--- config.mk ---
export PLATFORM = sky130hd
export DESIGN_NAME = seg_disp_arbiter
export DESIGN_NICKNAME = d
export VERILOG_FILES = /design/src/rtl/seg_disp_arbiter.sv
export SDC_FILE = /design/constraint.sdc
export NUM_CORES = 1
export LEC_CHECK = 0
export CORE_ASPECT_RATIO = 0.8
export CORE_MARGIN = 2
export CORE_UTILIZATION = 40
export DETAILED_ROUTE_END_ITERATION = 16
export PLACE_DENSITY = 0.78
export SLEW_MARGIN = 20
export SYNTH_ARGS = -nofsm -noshare
export SYNTH_HDL_FRONTEND = slang
export SYNTH_SLANG_ARGS = --single-unit
--- constraint.sdc ---
create_clock -name Clk -period 3 [get_ports Clk]
set_clock_uncertainty 0.1 [all_clocks]
set_input_delay 0.9 -clock Clk [delete_from_list [all_inputs] [get_ports Clk]]
set_output_delay 0.9 -clock Clk [all_outputs]
set_load 0.03 [all_outputs]
--- src/rtl/seg_disp_arbiter.sv ---
// Round-robin scheduler sharing one hex8_2 display between four sources (SEG_PREEMPT_EN: source 0 preempts).
// Latency: one cycle from request/data sample to registered grant and display outputs.
// Backpressure: a granted source holds the display for DWELL_CYC cycles unless it drops its request.
module seg_disp_arbiter #(
    parameter int unsigned DWELL_CYC = 50_000_000,
    parameter logic [31:0] IDLE_DATA = 32'h0000_0000,
    parameter logic [2:0]  IDLE_MODE = 3'd0
) (
    input  logic         Clk,
    input  logic         Reset_N,
    input  logic [3:0]   Src_Req,
    input  logic [127:0] Src_Data,
    input  logic [11:0]  Src_Mode,
    output logic [3:0]   Src_Grant,
    output logic [31:0]  Disp_Data,
    output logic [2:0]   state,
    output logic         Busy
);

    localparam int unsigned CW = (DWELL_CYC > 1) ? $clog2(DWELL_CYC) : 1;
    localparam logic [CW-1:0] CNT_MAX = CW'(DWELL_CYC - 1);

    localparam logic [0:0] ST_IDLE = 1'b0;
    localparam logic [0:0] ST_SHOW = 1'b1;

    logic [0:0]    fsm_q,   fsm_d;
    logic [3:0]    grant_q, grant_d;
    logic [1:0]    last_q,  last_d;
    logic [CW-1:0] cnt_q,   cnt_d;
    logic [31:0]   disp_q,  disp_d;
    logic [2:0]    mode_q,  mode_d;

    logic [3:0] others;
    logic [1:0] rr_idx;
    logic [1:0] pick_idx;
    logic [1:0] show_idx;
    logic       new_grant;
    logic       preempt;

    function automatic logic [1:0] rr_pick(input logic [3:0] req, input logic [1:0] start);
        logic [1:0] idx;
        logic [1:0] res;
        logic       found;
        res   = start;
        found = 1'b0;
        for (int i = 0; i < 4; i++) begin
            idx = start + 2'(i);
            if (!found && req[idx]) begin
                res   = idx;
                found = 1'b1;
            end
        end
        return res;
    endfunction

`ifdef SEG_PREEMPT_EN
    logic req0_q;

    always_ff @(posedge Clk or negedge Reset_N) begin
        if (!Reset_N) begin
            req0_q <= 1'b0;
        end else begin
            req0_q <= Src_Req[0];
        end
    end

    // Only a rising request preempts, so source 0 cannot starve the others by holding its request.
    assign preempt = (fsm_q == ST_SHOW) && Src_Req[0] && !req0_q && !grant_q[0];
`else
    assign preempt = 1'b0;
`endif

    // In SHOW grant_q is one-hot on last_q, so masking it leaves only the competing requesters.
    assign others = Src_Req & ~grant_q;
    assign rr_idx = rr_pick(others, last_q + 2'd1);

    always_comb begin
        fsm_d     = fsm_q;
        grant_d   = grant_q;
        last_d    = last_q;
        cnt_d     = cnt_q;
        new_grant = 1'b0;
        pick_idx  = rr_idx;
        case (fsm_q)
            ST_IDLE: begin
                if (|others) begin
                    new_grant = 1'b1;
                end
            end
            default: begin
                if (preempt) begin
                    new_grant = 1'b1;
                    pick_idx  = 2'd0;
                end else if (!(|(Src_Req & grant_q))) begin
                    if (|others) begin
                        new_grant = 1'b1;
                    end else begin
                        fsm_d   = ST_IDLE;
                        grant_d = 4'b0000;
                        cnt_d   = '0;
                    end
                end else if (cnt_q == CNT_MAX) begin
                    if (|others) begin
                        new_grant = 1'b1;
                    end
                end else begin
                    cnt_d = cnt_q + 1'b1;
                end
            end
        endcase
        if (new_grant) begin
            fsm_d   = ST_SHOW;
            grant_d = 4'b0001 << pick_idx;
            last_d  = pick_idx;
            cnt_d   = '0;
        end
    end

    // Display registers follow the next grant so the new source's word appears with its grant.
    assign show_idx = new_grant ? pick_idx : last_q;

    always_comb begin
        disp_d = IDLE_DATA;
        mode_d = IDLE_MODE;
        if (fsm_d == ST_SHOW) begin
            disp_d = Src_Data[32*show_idx +: 32];
            mode_d = Src_Mode[3*show_idx +: 3];
        end
    end

    always_ff @(posedge Clk or negedge Reset_N) begin
        if (!Reset_N) begin
            fsm_q   <= ST_IDLE;
            grant_q <= 4'b0000;
            last_q  <= 2'd3;
            cnt_q   <= '0;
            disp_q  <= IDLE_DATA;
            mode_q  <= IDLE_MODE;
        end else begin
            fsm_q   <= fsm_d;
            grant_q <= grant_d;
            last_q  <= last_d;
            cnt_q   <= cnt_d;
            disp_q  <= disp_d;
            mode_q  <= mode_d;
        end
    end

    assign Src_Grant = grant_q;
    assign Disp_Data = disp_q;
    assign state     = mode_q;
    assign Busy      = |grant_q;

endmodule

==> flow_summary.ini <==
[timing]
max_clock_freq_mhz = 345
fin_crit_sh = 0.966
tns_ns = 0
relSlewSlack = 0.633
rsz0062_at_grt = false
finalHoldViolations = 0
drv_slew = 0
period_needed_ns = 2.90
tightest_slew_ns = 0.550
finalSetupViolCount = 0

[detailed_routing]
antenna_left = 0
routed_via_density = 5.07
dr_total_vias = 3596
drt-initial-drc-count = 160
first_pass_iters = 4
wl_per_cell_um = 17.8
drt-total-wl_um = 12600
drc = 0

[cts]
clk_latency_ns = 0.33
hold_buffers = 0
cts_tree = done
clock-sinks = 68
clk_pin_slew_worst_paths_ns = 0.05
clockRootBuffer = clkbuf_16
clockBufferDepth = 2
htree_num_levels = 3
cts_inserted_buffers = 9

[layout]
n_fill_cell = 718
syn_to_final_growth_pct = 63.7
regArea_um2 = 1700
post-route-util = 0.680
fin_nets = 715
final_area_um2 = 6620
drive_gt1_frac = 0.177
multi_input_area_um2 = 2170

[worst_setup_path]
slowest_delay_ns = 0.48
critPathBufInv = 3
worstReg2RegEnd = Disp_Data[14]
cp_common_cell = buf_12
required_ns = 3.10
r2r_slack_ns = 0.38
r2r-start = cnt_q[0]
path_delay_family = buffers and inverters
start_kind = primary input
critical_path_class = primary input to flip-flop
critPathSlowestCell = clkdlybuf4s50_1
critPathMaxFanout = 10
end_kind = flip-flop
ff2ff_path_depth = 10
path_cells = clkdlybuf4s50_1, a22o_1, a221oi_4, nand2b_2, o21ai_4, mux2i_4, buf_12, buf_12, mux2i_1, o22ai_2
crit_arrival_ns = 3.00

[power]
intPower_uw = 4220
leakagePower_uw = 0.00286
peakVddDrop_uv = 555
p_sw_uw = 2880
power.share.clock = 0.131
comb_power_share = 0.673
p_sw_frac = 0.406
seqPwrFrac = 0.196
pwr_density_cell_nw_per_um2 = 1070

[global_routing]
grt.total_usage = 0.233
grt_pass1_wl_um = 19200
grt_max_degree = 44
grt-ovfl-total = 0
grt_pass1_vias = 3799
antenna_found_initial = 0

[floorplan]
fp.dieW_um = 116
initial_core_util = 0.415
coreArea_um2 = 9730
num_io_pins = 186
dieHeight_um = 93.9
die-area_um2 = 10900
num_rows = 32

[logic_synthesis]
synth_edf_count = 0
ys.flop_type = dfrtp_1
ys_warn_count = 0
syn_inst = 354
ys_seq_elements = 68
syn_area_um2 = 4040
ys_types = 49
yosysSeqAreaShare = 0.422
synth-async-reset-ratio = 1.00
avgSynthCellArea_um2 = 11.4
synth.net_count = 501

[worst_hold_path]
min_to = cnt_q[0]
hold_class = flip-flop to flip-flop
hold_path.startpoint = cnt_q[0]
whs_path_depth = 1

[place]
dpl-instance-area_um2 = 6290
gp_congestion = 0.816
dp_hpwl_um = 9770
io_buffers = 185

[run_status]
status = finished clean

[flow_run]
cap_violations = 0
[layout make-up]
cell class	count	share of cell area
Clock buffer	12	0.0357
Sequential cell	68	0.258
Inverter	6	0.00340
Antenna cell	1	0.000378
Multi-Input combinational cell	259	0.328
Tap cell	136	0.0257
Clock inverter	3	0.00227
Timing Repair Buffer	224	0.347
[flip-flops by register name (all words and copies together), names as in the netlist]
name	count
last_q	2
state	3
fsm_q	1
Src_Grant	4
cnt_q	26
Disp_Data	32
[worst reg2reg max path, cell delays in order, from the launching register on]
cell	delay, ns
dfrtp_1	0.39
ha_1	0.23
and4bb_2	0.26
nand3_1	0.12
nor4_4	0.34
o21ai_4	0.13
mux2i_4	0.23
buf_12	0.18
buf_12	0.14
mux2i_1	0.24
o22ai_2	0.11
[worst max path at each step]
stage | startpoint | to | slack [ns] | depth (start not counted)
floorplan | Src_Req[3] | Disp_Data[22] | 0.21 | 9
global placement | Src_Req[3] | Disp_Data[7] | -0.28 | 10
detailed placement | Src_Req[0] | Disp_Data[20] | -0.41 | 10
CTS | Src_Req[3] | Disp_Data[14] | 0.02 | 10
global route | Src_Req[2] | Disp_Data[27] | 0.01 | 10
finish | Src_Req[3] | Disp_Data[14] | 0.10 | 10
[per-stage QoR]
step	worst slack [ns]	hold WS (ns)	total power (uW)	std cells
3_3_place_gp	-0.281	0.413	5950	690
4_1_cts	0.0164	0.444	7020	705
3_5_place_dp	-0.415	0.430	6050	690
5_1_grt	0.0110	0.467	7460	708
6_report	0.101	0.437	7100	709
2_1_floorplan	0.210	0.386	4410	354
[power by group through the flow]
stage	combinational (uW)	sequential, uW	clock (uW)
final	4780	1390	928
after global placement	4560	1390	0
after global routing	5050	1420	990
after CTS	4680	1390	945
after detailed placement	4660	1390	0
after floorplan	2550	1860	0
[layout by cell type (no fill, tap or decap), types with 3 or more instances in the layout]
cell type / Yosys / final
clkdlybuf4s50_1: 0 / 183
mux2i_1: 71 / 67
dfrtp_1: 66 / 66
o22ai_2: 30 / 30
nor2_1: 28 / 28
buf_4: 3 / 27
nand2_1: 17 / 17
xor2_1: 14 / 14
nand3_1: 12 / 12
buf_12: 4 / 11
clkbuf_16: 0 / 10
o21ai_0: 8 / 8
xnor2_1: 8 / 8
o22ai_1: 7 / 7
inv_1: 6 / 6
nand4_1: 6 / 6
a21oi_1: 5 / 5
a22o_1: 5 / 5
and4_1: 5 / 5
and3_1: 5 / 5
nand2b_1: 4 / 4
nor3_1: 4 / 4
mux2i_2: 0 / 3
clkinv_2: 0 / 3
clkbuf_1: 3 / 3
[kinds of logic (layout without fill, tap and decap cells)]
family,count (synthesis),after routing,share of synthesized area
buffers and inverters,27,245,0.0554
multiplexers,71,71,0.176
XOR/XNOR,22,22,0.0477
AND/OR/NAND/NOR,96,96,0.131
flip-flops,68,68,0.422
adder cells (fa/ha/maj),1,1,0.00310
AO/OA/AOI/OAI,69,69,0.166
other,0,1,0
[what timing repair did]
action / CTS / global route
pin swaps: 0 / 1
setup buffers: 0 / 2
endpoints found under the setup margin: 18 / 23
resized for setup: 2 / 5
cloned: 0 / 1
[synth_stat cells (5+ instances only)]
master | n | area, um^2
o22ai_1 | 7 | 43.8
o22ai_2 | 30 | 375
nor2_1 | 28 | 105
xor2_1 | 14 | 123
mux2i_1 | 71 | 711
a22o_1 | 5 | 43.8
dfrtp_1 | 66 | 1650
nand2_1 | 17 | 63.8
nand3_1 | 12 | 60.1
a21oi_1 | 5 | 25.0
and3_1 | 5 | 31.3
nand4_1 | 6 | 37.5
buf_2 | 7 | 35.0
inv_1 | 6 | 22.5
o21ai_0 | 8 | 40.0
xnor2_1 | 8 | 70.1
and4_1 | 5 | 43.8
[layer usage]
| metal | vias to the layer above | part of all wire | track usage | wire (um) |
|---|---|---|---|---|
| met4 | 0 | 0.014 | 0.0655 | 176 |
| met1 | 1749 | 0.39 | 0.267 | 4870 |
| li1 | 1726 | - | - | - |
| met2 | 107 | 0.52 | 0.393 | 6510 |
| met5 | - | 0 | 0 | 0 |
| met3 | 14 | 0.082 | 0.103 | 1030 |
No activity file was read; power rests on OpenSTA's default activity.
